## config.mk

```make
export PLATFORM = sky130hd
export DESIGN_NAME = switch_debounce
export DESIGN_NICKNAME = d
export VERILOG_FILES = /design/src/rtl/switch_debounce.sv
export SDC_FILE = /design/constraint.sdc
export NUM_CORES = 1
export LEC_CHECK = 0
export ABC_AREA = 1
export CORE_AREA = 2 2 112 114
export CTS_BUF_LIST = sky130_fd_sc_hd__clkbuf_4
export DETAILED_ROUTE_END_ITERATION = 16
export DIE_AREA = 0 0 114 116
export PLACE_DENSITY = 0.92
export SLEW_MARGIN = 20
export SYNTH_ARGS = -nofsm -noshare
export SYNTH_HDL_FRONTEND = slang
export SYNTH_SLANG_ARGS = --single-unit
```

## constraint.sdc

```tcl
create_clock -name clk -period 12.4 [get_ports clk]
set_clock_uncertainty 0.2 [all_clocks]
set_input_delay 1.86 -clock clk [delete_from_list [all_inputs] [get_ports clk]]
set_output_delay 1.86 -clock clk [all_outputs]
set_load 0.02 [all_outputs]
```

## src/rtl/switch_debounce.sv

```systemverilog
// Per-bit switch debouncer with two-flop input synchronizers, a synchronized
// reset release, registered change/rise pulses and an optional sticky
// rising-edge event latch (built when SWITCH_DB_EVENT_LATCH_EN is defined).
module switch_debounce #(
  parameter int unsigned WIDTH    = 7,
  parameter int unsigned DB_LIMIT = 100000,
  parameter int unsigned CNT_W    = 17
) (
  input  logic             clk,
  input  logic             rst_n,
  input  logic [WIDTH-1:0] sw_raw,
  output logic [WIDTH-1:0] switch,
  output logic             changed,
  output logic [WIDTH-1:0] rise,
  output logic [WIDTH-1:0] evt_bits,
  output logic             evt_valid,
  input  logic             evt_ack
);

  localparam logic [CNT_W-1:0] LAST_CNT = CNT_W'(DB_LIMIT - 1);

  logic                        rst_meta_n;
  logic                        rst_int_n;
  logic [WIDTH-1:0]            sync_meta;
  logic [WIDTH-1:0]            sync;
  logic [WIDTH-1:0][CNT_W-1:0] cnt;
  logic [WIDTH-1:0][CNT_W-1:0] cnt_next;
  logic [WIDTH-1:0]            upd;

  // Reset asserts immediately, releases two clocks after rst_n rises
  always_ff @(posedge clk or negedge rst_n) begin
    if (!rst_n) begin
      rst_meta_n <= 1'b0;
      rst_int_n  <= 1'b0;
    end else begin
      rst_meta_n <= 1'b1;
      rst_int_n  <= rst_meta_n;
    end
  end

  // Input synchronizers run off the raw reset so they fill during release
  always_ff @(posedge clk or negedge rst_n) begin
    if (!rst_n) begin
      sync_meta <= '0;
      sync      <= '0;
    end else begin
      sync_meta <= sw_raw;
      sync      <= sync_meta;
    end
  end

  // Per-bit stability counters; a bit updates once it has differed long enough
  always_comb begin
    cnt_next = '0;
    upd      = '0;
    for (int unsigned i = 0; i < WIDTH; i++) begin
      if (sync[i] != switch[i]) begin
        if (cnt[i] == LAST_CNT) begin
          upd[i] = 1'b1;
        end else begin
          cnt_next[i] = cnt[i] + CNT_W'(1);
        end
      end
    end
  end

  // Debounced level, counters and the one-cycle update pulses
  always_ff @(posedge clk or negedge rst_int_n) begin
    if (!rst_int_n) begin
      cnt     <= '0;
      switch  <= '0;
      changed <= 1'b0;
      rise    <= '0;
    end else begin
      cnt     <= cnt_next;
      switch  <= switch ^ upd;
      changed <= |upd;
      rise    <= upd & sync;
    end
  end

`ifdef SWITCH_DB_EVENT_LATCH_EN
  // Sticky rising-edge accumulator; a rise coinciding with ack is kept
  always_ff @(posedge clk or negedge rst_int_n) begin
    if (!rst_int_n) begin
      evt_bits <= '0;
    end else begin
      evt_bits <= (evt_ack ? '0 : evt_bits) | rise;
    end
  end

  assign evt_valid = |evt_bits;
`else
  logic unused_evt_ack;

  // Event latch not built: outputs tied off, acknowledge ignored
  assign evt_bits       = '0;
  assign evt_valid      = 1'b0;
  assign unused_evt_ack = evt_ack;
`endif

endmodule

```

==> metrics.log, run 1 <==
INFO  metric run_status = finished clean
INFO  metric grt_pass1_vias = 6087
INFO  metric worst-path-buf-inv = 1
INFO  metric floorplan.io_pins = 33
INFO  metric tritoncts = done
INFO  metric worstPathArrival = 1.68 ns
INFO  metric fmaxAchievable = 267 MHz
INFO  metric nNetsFinal = 995
INFO  metric place.port_buffers = 23
INFO  metric initial_utilization = 0.645
INFO  metric hold_viol = 0
INFO  metric detailed_place.area = 0.00807 mm^2
INFO  metric cts-buffers-inserted = 17
INFO  metric setup.worst_path.start_class = flop
INFO  metric drv_cap = 0
INFO  metric cts.reportedPaths.clkPinSlew = 0.13 ns
INFO  metric pwr_density_cell = 113 mW/mm^2
INFO  metric yosysTopAreaCellShare = 0.489
INFO  metric ys_top_cells_by_count = sky130_fd_sc_hd__nor2_1 (190), sky130_fd_sc_hd__nand2_1 (160), sky130_fd_sc_hd__dfrtp_1 (150), sky130_fd_sc_hd__inv_1 (101), sky130_fd_sc_hd__nand3_1 (64)
INFO  metric mean_cell_area_of_the_mapped_netlist = 8.20 um^2
INFO  metric cts.path.max_buffers = 2
INFO  metric sequentialPowerShare = 0.531
INFO  metric ys.flop_type = sky130_fd_sc_hd__dfrtp_1
INFO  metric clk-insertion-delay-late = 0.57 ns
INFO  metric dieArea = 0.0132 mm^2
INFO  metric yosysSeqAreaShare = 0.489
INFO  metric crit_chain = clkdlybuf4s50_1
INFO  metric antenna_found_initial = 0
INFO  metric total_switching_power = 0.000206 W
INFO  metric postRouteWirelength = 15.1 mm
INFO  metric rsz0062_at_grt = no
INFO  metric wire_length_of_the_first_global_routing_pass = 26.5 mm
INFO  metric synthTopCellsByArea = sky130_fd_sc_hd__dfrtp_1 (49%), sky130_fd_sc_hd__nor2_1 (9.3%), sky130_fd_sc_hd__nand2_1 (7.8%)
INFO  metric p_leak = 3.59 nW
INFO  metric synthCells = 937
INFO  metric drc = 0
INFO  metric synth-warning-count = 0
INFO  metric grt_max_degree = 77
INFO  metric family_of_cells_with_the_greatest_summed_delay_on_the_critical_path = buffers and inverters
INFO  metric core.rowCount = 40
INFO  metric routed_length_per_placed_instance = 13.3 um
INFO  metric detail_route.vias_per_cell = 5.48
INFO  metric area.sequential = 0.00376 mm^2
INFO  metric cp.required = 10.34 ns
INFO  metric end_kind = output port
INFO  metric relSlewSlack = 0.389
INFO  metric setup_tns = 0 ns
INFO  metric distinct_cell_type_count_after_synthesis = 32
INFO  metric post-synth-top-area-cell = sky130_fd_sc_hd__dfrtp_1
INFO  metric final_min_period_over_clock_period = 0.302
INFO  metric synth_seq_cells = 150
INFO  metric clock_tree.root_cell = sky130_fd_sc_hd__clkbuf_4
INFO  metric worst_pin_slew = 0.916 ns
INFO  metric finalWorstSetupSlack = 8.66 ns
INFO  metric final_design_area_no_fill = 0.00848 mm^2
INFO  metric finish.utilization = 0.712
INFO  metric drt_pre_antenna_iters = 6
INFO  metric final_layout_size_suffix_gt1_frac = 0.0989
INFO  metric fillCellCount = 860
INFO  metric final-setup-viol-count = 0
INFO  metric hold_path_class = reg2reg
INFO  metric worst-path-max-fanout = 4
INFO  metric finalWeightedCongestion = 0.928
INFO  metric cell_internal_pwr = 0.000748 W
INFO  metric finalCriticalPeriod = 3.74 ns
INFO  metric grtUsageTotal = 0.250
INFO  metric number_of_nets_still_failing_antenna_checks_after_routing = 0
INFO  metric layout.cells.non_filler = 1138
INFO  metric dr_total_vias = 6237
INFO  metric grt_remaining_overflow = 0
INFO  metric synth-edff-count = 0
INFO  metric multi_input_area = 0.00346 mm^2
INFO  metric cts_setup_buffers = 0
INFO  metric chipWidth = 114 um
INFO  metric tritoncts_num_sinks = 150
INFO  metric slew_violations = 0
INFO  metric placeableCoreArea = 0.0119 mm^2
INFO  metric hpwlAfterDp = 10.6 mm
INFO  metric cpPeakStageDelay = 0.64 ns
INFO  metric peakVddDrop = 0.112 mV
INFO  metric cts-htree-levels = 4
INFO  metric syn_to_final_growth = 10.4%
INFO  metric syn_area = 0.00768 mm^2
INFO  metric synth-async-reset-ratio = 1.00
INFO  metric cts-resized-gates = 0
INFO  metric critPathSlowestCell = sky130_fd_sc_hd__clkdlybuf4s50_1
INFO  metric power.switching_fraction = 0.216
INFO  metric synth_most_common_cell = sky130_fd_sc_hd__nor2_1
INFO  metric dr.first_iter.drc_count = 559
INFO  metric clkPwrFrac = 0.437
INFO  metric power.combinational.fraction = 0.032
INFO  metric die_height = 116 um
INFO  metric preCtsSetupSlack = 9.23 ns
INFO  metric timing_worst_setup_path_type = reg2out
INFO  metric antenna_cells_inserted = 0
INFO  metric placed_cells_incl_taps = 1106
INFO  metric hold_buffers_post_cts = 0
power by group through the flow:
stage,logic [W],clock network (W),registers [W]
after global placement,0.0000299,0,0.000515
final,0.0000308,0.000417,0.000506
after floorplan,0.0000199,0,0.000517
after detailed placement,0.0000310,0,0.000516
after global routing,0.0000354,0.000445,0.000508
after CTS,0.0000312,0.000423,0.000506
cells in the final DEF (no fill, tap or decap), types with 10 or more instances in the layout:
cell                              count
sky130_fd_sc_hd__nand2_1            160
sky130_fd_sc_hd__o21ai_0             10
sky130_fd_sc_hd__xor2_1              46
sky130_fd_sc_hd__nand4_1             16
sky130_fd_sc_hd__clkdlybuf4s50_1     23
sky130_fd_sc_hd__nor2_1             190
sky130_fd_sc_hd__nor3b_1             16
sky130_fd_sc_hd__clkbuf_4            18
sky130_fd_sc_hd__nor3_2              13
sky130_fd_sc_hd__nand2_2             13
sky130_fd_sc_hd__inv_1              101
sky130_fd_sc_hd__inv_2               12
sky130_fd_sc_hd__a21oi_1             15
sky130_fd_sc_hd__dfrtp_1            149
sky130_fd_sc_hd__nor3_1              57
sky130_fd_sc_hd__nand3_1             64
per-layer routing:
metal | up-vias | global-route usage | share of wire
met5 | - | 0 | 0
li1 | 3069 | - | -
met3 | 34 | 0.0591 | 0.048
met1 | 2974 | 0.314 | 0.44
met2 | 160 | 0.425 | 0.49
met4 | 0 | 0.0943 | 0.019
path summary, 6_finish.rpt:
path / start / slack (ns) / to / depth (start not counted)
setup / recovery: flop / 8.66 / switch[6] / 1
hold / removal: sync_meta[4]$_DFF_PN0_ / 0.16 / sync[4]$_DFF_PN0_ / 0
setup reg to reg: rst_int_n$_DFF_PN0_ / 10.39 / cnt[46]$_DFF_PN0_ / 1
hold reg to reg: sync_meta[4]$_DFF_PN0_ / 0.16 / sync[4]$_DFF_PN0_ / 0
max in group asynchronous: rst_n / 9.88 / rst_int_n$_DFF_PN0_ / 1
min in group asynchronous: rst_int_n$_DFF_PN0_ / 0.21 / cnt[36]$_DFF_PN0_ / 0
final cells by class:
| class | count | share of cell area |
|---|---|---|
| inverter | 113 | 0.0500 |
| sequential | 150 | 0.443 |
| clock buffer | 18 | 0.0159 |
| tap | 147 | 0.0217 |
| clock inverter | 14 | 0.0328 |
| multi-input combinational | 672 | 0.408 |
| timing repair buffer | 24 | 0.0280 |
state kept, by name, summed over array words and instances (netlist names), named ones only:
register and count:
sync_meta 7, changed 1, rst_int_n 1, sync 7
rst_meta_n 1, rise 7, cnt 119
through the flow:
| step | hold WS, ns | total power, W |
|---|---|---|
| after global routing | 0.175 | 0.000989 |
| after global placement | 0.132 | 0.000545 |
| final | 0.163 | 0.000954 |
| after floorplan | 0.131 | 0.000537 |
| after detailed placement | 0.136 | 0.000547 |
| after CTS | 0.164 | 0.000960 |
logic make-up after synthesis:
| logic type | share of synthesized area |
|---|---|
| and+or+nand+nor | 0.346 |
| DFF | 0.489 |
| buffers and inverters | 0.0640 |
| xor gates and xnor gates | 0.0603 |
| AOI/OAI and AO/OA | 0.0290 |
| adders and majority gates | 0.0114 |
| other | 0.000978 |
(Power assumes the default switching activity.)
==> run 2, diff against run 1 <==
--- a/config.mk
+++ b/config.mk
@@ -6,11 +6,11 @@
 export NUM_CORES = 1
 export LEC_CHECK = 0
 export ABC_AREA = 1
-export CORE_AREA = 2 2 112 114
+export CORE_AREA = 2 2 114 116
 export CTS_BUF_LIST = sky130_fd_sc_hd__clkbuf_4
 export DETAILED_ROUTE_END_ITERATION = 16
-export DIE_AREA = 0 0 114 116
-export PLACE_DENSITY = 0.92
+export DIE_AREA = 0 0 116 118
+export PLACE_DENSITY = 0.89
 export SLEW_MARGIN = 20
 export SYNTH_ARGS = -nofsm -noshare
 export SYNTH_HDL_FRONTEND = slang
==> constraint.sdc (replaced) <==
create_clock -name clk -period 3.5 [get_ports clk]
set_clock_uncertainty 0.2 [all_clocks]
set_input_delay 0.525 -clock clk [delete_from_list [all_inputs] [get_ports clk]]
set_output_delay 0.525 -clock clk [all_outputs]
set_load 0.02 [all_outputs]
==> run 2 against run 1 <==
Clock-buffer cell count grew 1. Clock power grew to 2.9 times the previous value. Wire length shrank 0.87%. Critical path depth is the same. Largest cell class unchanged. Highest routed layer unchanged. Critical path type unchanged. Core utilization shrank 3.3 points. Global-route usage shrank 0.90 points. Hold slack lost 0.0042 ns. Combinational power grew to 3.6 times the previous value. Sequential power grew to 3.5 times the previous value.
==> metrics.log, run 2 (synthesis gave the netlist of run 1 again) <==
INFO  metric hpwlAfterDp = 10.6 mm (+0.34%)
INFO  metric end_kind = output port
INFO  metric family_of_cells_with_the_greatest_summed_delay_on_the_critical_path = buffers and inverters
INFO  metric cp.required = 2.77 ns (-7.57 ns)
INFO  metric grt_max_degree = 76 (-1.3%)
INFO  metric clock_tree.root_cell = sky130_fd_sc_hd__clkbuf_4
INFO  metric tritoncts = done
INFO  metric grt_pass1_vias = 5944 (-2.3%)
INFO  metric routed_length_per_placed_instance = 12.9 um (-3.0%)
INFO  metric dieArea = 0.0137 mm^2 (+3.5%)
INFO  metric die_height = 118 um (+1.7%)
INFO  metric dr_total_vias = 6165 (-1.2%)
INFO  metric placeableCoreArea = 0.0124 mm^2 (+4.2%)
INFO  metric final_layout_size_suffix_gt1_frac = 0.0989 (unchanged)
INFO  metric finalCriticalPeriod = 2.39 ns
INFO  metric run_status = finished clean
INFO  metric worstPathArrival = 1.67 ns (about the same)
INFO  metric drv_cap = 0 (unchanged)
INFO  metric cts.reportedPaths.clkPinSlew = 0.12 ns (about the same)
INFO  metric fmaxAchievable = 418 MHz
INFO  metric cts-resized-gates = 0 (unchanged)
INFO  metric syn_to_final_growth = 9.77%
INFO  metric final-setup-viol-count = 0 (unchanged)
INFO  metric place.port_buffers = 23 (unchanged)
INFO  metric tritoncts_num_sinks = 150 (unchanged)
INFO  metric hold_buffers_post_cts = 0 (unchanged)
INFO  metric drc = 0 (unchanged)
INFO  metric top_register = cnt
INFO  metric rsz0062_at_grt = no
INFO  metric postRouteWirelength = 15.0 mm (-0.87%)
INFO  metric relSlewSlack = 0.396 (+0.00643)
INFO  metric setup_tns = 0 ns (unchanged)
INFO  metric critPathSlowestCell = sky130_fd_sc_hd__clkdlybuf4s50_1
INFO  metric antenna_found_initial = 0 (unchanged)
INFO  metric antenna_cells_inserted = 0 (unchanged)
INFO  metric mostFrequentLayoutCell = sky130_fd_sc_hd__nor2_1
INFO  metric initial_utilization = 0.619 (-0.0261)
INFO  metric design_power_total = 0.00310 W (+220%)
INFO  metric clk-insertion-delay-late = 0.57 ns (about the same)
INFO  metric worst-path-buf-inv = 1 (unchanged)
INFO  metric hold_viol = 0 (unchanged)
INFO  metric worst_pin_slew = 0.904 ns (-0.0125 ns)
INFO  metric cts_setup_buffers = 0 (unchanged)
INFO  metric number_of_nets_still_failing_antenna_checks_after_routing = 0 (unchanged)
INFO  metric cts-htree-levels = 4 (unchanged)
INFO  metric finalWeightedCongestion = 0.902 (-2.7%)
INFO  metric worst-path-max-fanout = 4 (unchanged)
INFO  metric p_leak = 3.55 nW (-1.3%)
INFO  metric cts-buffers-inserted = 17 (unchanged)
INFO  metric largest_register_ff_count = 119 (unchanged)
INFO  metric hold_path_class = reg2reg
INFO  metric cpPeakStageDelay = 0.64 ns (about the same)
INFO  metric detail_route.vias_per_cell = 5.30 (-3.3%)
INFO  metric pwr_density_cell = 367 mW/mm^2 (+230%)
INFO  metric slew_violations = 0 (unchanged)
INFO  metric floorplan.io_pins = 33 (unchanged)
INFO  metric wire_length_of_the_first_global_routing_pass = 26.4 mm (-0.44%)
INFO  metric grt_remaining_overflow = 0 (unchanged)
INFO  metric cts.path.max_buffers = 2 (unchanged)
INFO  metric crit_chain = clkdlybuf4s50_1
INFO  metric peakVddDrop = 0.316 mV (+180%)
INFO  metric nNetsFinal = 995 (unchanged)
INFO  metric setup.worst_path.start_class = flop
INFO  metric final_min_period_over_clock_period = 0.683
INFO  metric most-common-layout-cells = sky130_fd_sc_hd__nor2_1 (190), sky130_fd_sc_hd__nand2_1 (160), sky130_fd_sc_hd__dfrtp_1 (149)
INFO  metric core.rowCount = 41 (+2.5%)
INFO  metric timing_worst_setup_path_type = reg2out
INFO  metric dr.first_iter.drc_count = 572 (+2.3%)
INFO  metric chipWidth = 116 um (+1.8%)
INFO  metric drt_pre_antenna_iters = 8 (+2)
INFO  metric grtUsageTotal = 0.241 (-0.00895)
## run 2: cell count changes in the layout (fill, tap and decap cells not counted)
| cell | before | now |
|---|---|---|
| sky130_fd_sc_hd__clkbuf_4 | 18 | 19 |
| sky130_fd_sc_hd__clkinvlp_4 | 1 | 4 |
| sky130_fd_sc_hd__buf_12 | 0 | 1 |
| sky130_fd_sc_hd__bufinv_16 | 8 | 4 |
| sky130_fd_sc_hd__buf_4 | 1 | 0 |
## run 2: final cells by class
type	instances	area, um^2
clock buffer	19	143
inverter	113	424
timing repair buffer	24	250
multi-input combinational	672	3460
clock inverter	13	180
tap	172	215
fill	1003	3980
sequential	150	3760
## run 2: path summary, 6_finish.rpt
kind / slack (ns) / cells past startpoint / from / end
max in group asynchronous: 2.05 / 1 / rst_int_n$_DFF_PN0_ / cnt[92]$_DFF_PN0_
min in group asynchronous: 0.20 / 0 / rst_int_n$_DFF_PN0_ / cnt[35]$_DFF_PN0_
worst max-delay path: 1.11 / 1 / flop / switch[2]
worst min register to register: 0.16 / 0 / rst_meta_n$_DFF_PN0_ / rst_int_n$_DFF_PN0_
worst max register to register: 1.63 / 4 / sync[0]$_DFF_PN0_ / changed$_DFF_PN0_
worst min-delay path: 0.16 / 0 / rst_meta_n$_DFF_PN0_ / rst_int_n$_DFF_PN0_
## run 2: where the power goes
| group | switching [W] | total [W] | internal [W] |
|---|---|---|---|
| sequential | 0.0000331 | 0.00179 | 0.00176 |
| combinational | 0.0000784 | 0.000111 | 0.0000329 |
| clock | 0.000612 | 0.00119 | 0.000578 |
## run 2: metrics by stage
stage / worst slack [ns] / cell area (um^2) / std cells / hold slack (ns) / util
6_report: 1.11 / 8430 / 1163 / 0.159 / 0.679
5_1_grt: 1.01 / 8430 / 1163 / 0.150 / 0.679
4_1_cts: 1.06 / 8430 / 1163 / 0.156 / 0.679
3_5_place_dp: 1.51 / 8110 / 1131 / 0.135 / 0.653
3_3_place_gp: 1.52 / 8110 / 1131 / 0.133 / 0.653
2_1_floorplan: 1.04 / 7710 / 944 / 0.0294 / -
## run 2: metal layers
metal  up-vias  routed length (um)  GRT usage
li1       3072                   -          -
met1      2918                6730      0.323
met2       150                7370      0.385
met3        25                 605     0.0541
met4         0                 264     0.0885
met5         -                   0          0
==> run 3, diff against run 2 <==
==> constraint.sdc (replaced) <==
create_clock -name clk -period 2.5 [get_ports clk]
set_clock_uncertainty 0.2 [all_clocks]
set_input_delay 0.375 -clock clk [delete_from_list [all_inputs] [get_ports clk]]
set_output_delay 0.375 -clock clk [all_outputs]
set_load 0.02 [all_outputs]
==> run 3 against run 2 <==
Combinational power up 50%. Non-clock buffer count up 4. Sequential cell count unchanged. Highest routed layer unchanged. Critical path type unchanged. Hold slack worse by 0.11 ns. Die area unchanged. Clock-buffer cell count down 1.
==> metrics.log, run 3 (synthesis gave the netlist of run 1 again) <==
INFO  metric setup.worst_path.start_class = flop
INFO  metric routed_length_per_placed_instance = 12.9 um (about the same)
INFO  metric end_kind = output port
INFO  metric worst-path-max-fanout = 4 (unchanged)
INFO  metric globalRouteMet3Util = 0.0705 (+0.0165)
INFO  metric grt_util_met2 = 0.380 (-0.00475)
INFO  metric clkPwrFrac = 0.373 (-0.011)
INFO  metric hold_path.startpoint = sw_raw[0]
INFO  metric timing.reg2reg.setup_slack = 0.67 ns (-0.96 ns)
INFO  metric grt_remaining_overflow = 0 (unchanged)
INFO  metric dieArea = 0.0137 mm^2 (unchanged)
INFO  metric worstPathArrival = 1.66 ns (about the same)
INFO  metric fmaxAchievable = 448 MHz
INFO  metric grt_pass1_vias = 5936 (-0.13%)
INFO  metric relSlewSlack = 0.586 (+0.191)
INFO  metric met1_usage = 0.297 (-0.0264)
INFO  metric cts.reportedPaths.clkPinSlew = 0.12 ns (about the same)
INFO  metric cts-buffers-inserted = 17 (unchanged)
INFO  metric core.rowCount = 41 (unchanged)
INFO  metric chipWidth = 116 um (unchanged)
INFO  metric clk-insertion-delay-late = 0.56 ns (about the same)
INFO  metric final_min_period_over_clock_period = 0.893
INFO  metric critPathSlowestCell = sky130_fd_sc_hd__clkdlybuf4s50_1
INFO  metric drc = 0 (unchanged)
INFO  metric clock_tree.root_cell = sky130_fd_sc_hd__clkbuf_4
INFO  metric mostFrequentLayoutCell = sky130_fd_sc_hd__nor2_1
INFO  metric power.combinational.fraction = 0.039 (+0.003)
INFO  metric top_register = cnt
INFO  metric family_of_cells_with_the_greatest_summed_delay_on_the_critical_path = buffers and inverters
INFO  metric antenna_cells_inserted = 0 (unchanged)
INFO  metric die_height = 118 um (unchanged)
INFO  metric sequentialPowerShare = 0.588 (+0.008)
INFO  metric r2r_startpoint = cnt[17]$_DFF_PN0_
INFO  metric cts-resized-gates = 0 (unchanged)
INFO  metric finalCriticalPeriod = 2.23 ns
INFO  metric tritoncts_num_sinks = 150 (unchanged)
INFO  metric wire_length_of_the_first_global_routing_pass = 25.6 mm (-3.3%)
INFO  metric pwr_density_cell = 505 mW/mm^2 (+38%)
INFO  metric peakVddDrop = 0.402 mV (+27%)
INFO  metric initial_utilization = 0.619 (unchanged)
INFO  metric detail_route.vias_per_cell = 5.31 (+0.20%)
INFO  metric total_switching_power = 0.000974 W (+35%)
INFO  metric setup_tns = 0 ns (unchanged)
INFO  metric placeableCoreArea = 0.0124 mm^2 (unchanged)
INFO  metric dr.first_iter.drc_count = 534 (-6.6%)
INFO  metric p_leak = 3.56 nW (+0.45%)
INFO  metric cts_setup_buffers = 0 (unchanged)
INFO  metric run_status = finished clean
INFO  metric cts.path.max_buffers = 2 (unchanged)
INFO  metric hpwlAfterDp = 10.9 mm (+2.5%)
INFO  metric tritoncts = done
INFO  metric final-setup-viol-count = 0 (unchanged)
INFO  metric grt.busiest_layer = met2
INFO  metric crit_chain = clkdlybuf4s50_1
INFO  metric number_of_nets_still_failing_antenna_checks_after_routing = 0 (unchanged)
INFO  metric power.switching_fraction = 0.228 (-0.00544)
INFO  metric cpPeakStageDelay = 0.64 ns (about the same)
INFO  metric hold_buffers_post_cts = 1 (+1)
INFO  metric fillCellCount = 995 (-0.80%)
INFO  metric largest_register_ff_count = 119 (unchanged)
INFO  metric cp.required = 1.92 ns (-0.85 ns)
INFO  metric floorplan.io_pins = 33 (unchanged)
INFO  metric worst-path-buf-inv = 1 (unchanged)
INFO  metric syn_to_final_growth = 10.0%
INFO  metric most-common-layout-cells = sky130_fd_sc_hd__nor2_1 (190), sky130_fd_sc_hd__nand2_1 (160), sky130_fd_sc_hd__dfrtp_1 (149)
INFO  metric cts-htree-levels = 4 (unchanged)
INFO  metric worst_pin_slew = 0.620 ns (-0.283 ns)
INFO  metric grt_max_degree = 49 (-36%)
INFO  metric cell_internal_pwr = 0.00329 W (+39%)
INFO  metric postRouteWirelength = 15.0 mm (+0.30%)
INFO  metric dr_total_vias = 6193 (+0.45%)
INFO  metric finalWeightedCongestion = 0.927 (+2.7%)
INFO  metric nNetsFinal = 999 (+0.40%)
INFO  metric hold_path_class = in2reg
INFO  metric antenna_found_initial = 0 (unchanged)
INFO  metric rsz0062_at_grt = no
INFO  metric slew_violations = 0 (unchanged)
INFO  metric timing_worst_setup_path_type = reg2out
INFO  metric place.port_buffers = 23 (unchanged)
INFO  metric final_layout_size_suffix_gt1_frac = 0.0966 (-0.00231)
INFO  metric drt_pre_antenna_iters = 5 (-3)
INFO  metric hold_viol = 0 (unchanged)
INFO  metric finish.utilization = 0.681 (+0.00161)
INFO  metric drv_cap = 0 (unchanged)
INFO  metric grtUsageTotal = 0.233 (-0.00798)
==> run 3: cell count changes in the layout (fill, tap and decap cells not counted) <==
| cell | before | now |
|---|---|---|
| sky130_fd_sc_hd__clkbuf_4 | 19 | 18 |
| sky130_fd_sc_hd__clkinvlp_4 | 4 | 2 |
| sky130_fd_sc_hd__buf_4 | 0 | 2 |
| sky130_fd_sc_hd__buf_12 | 1 | 2 |
| sky130_fd_sc_hd__clkinv_1 | 2 | 6 |
| sky130_fd_sc_hd__dlygate4sd3_1 | 0 | 1 |
| sky130_fd_sc_hd__inv_6 | 1 | 0 |
| sky130_fd_sc_hd__clkinv_4 | 1 | 0 |
==> run 3: area by class of cell <==
cell class | instances | area (um^2) | share of cell area
Inverter | 113 | 424 | 0.0502
Multi-Input combinational cell | 672 | 3460 | 0.410
Tap cell | 172 | 215 | 0.0255
Clock inverter | 13 | 163 | 0.0192
Timing Repair Buffer | 28 | 295 | 0.0349
Clock buffer | 18 | 135 | 0.0160
Sequential cell | 150 | 3760 | 0.445
==> run 3: power by group through the flow <==
stage	Combinational (W)	Sequential, W	Clock (W)
5_1_grt	0.000190	0.00252	0.00174
6_report	0.000167	0.00251	0.00159
3_5_place_dp	0.000169	0.00256	0
3_3_place_gp	0.000161	0.00255	0
4_1_cts	0.000171	0.00251	0.00163
2_1_floorplan	0.0000988	0.00256	0
==> run 3: final timing paths <==
path | cells past startpoint | endpoint
setup reg to reg | 6 | cnt[27]$_DFF_PN0_
min in group asynchronous | 0 | cnt[109]$_DFF_PN0_
max in group asynchronous | 1 | cnt[92]$_DFF_PN0_
hold / removal | 1 | sync_meta[0]$_DFF_PN0_
hold reg to reg | 0 | rst_int_n$_DFF_PN0_
setup / recovery | 1 | switch[1]
==> run 3: metal layers <==
| layer | up-vias | share of wire |
|---|---|---|
| met2 | 166 | 0.50 |
| met1 | 2937 | 0.44 |
| met4 | 0 | 0.014 |
| li1 | 3065 | - |
| met5 | - | 0 |
| met3 | 25 | 0.047 |
==> run 3: through the flow <==
step                      cells  cell area, um^2  power, W  hold WS, ns  setup slack [ns]
after floorplan             944             7710   0.00266       -0.121            0.0390
after global placement     1134             8140   0.00272        0.133             0.759
after detailed placement   1134             8140   0.00272        0.135             0.689
after CTS                  1166             8450   0.00431       0.0162             0.235
after global routing       1166             8450   0.00445      0.00188             0.175
final                      1166             8450   0.00427       0.0485             0.267
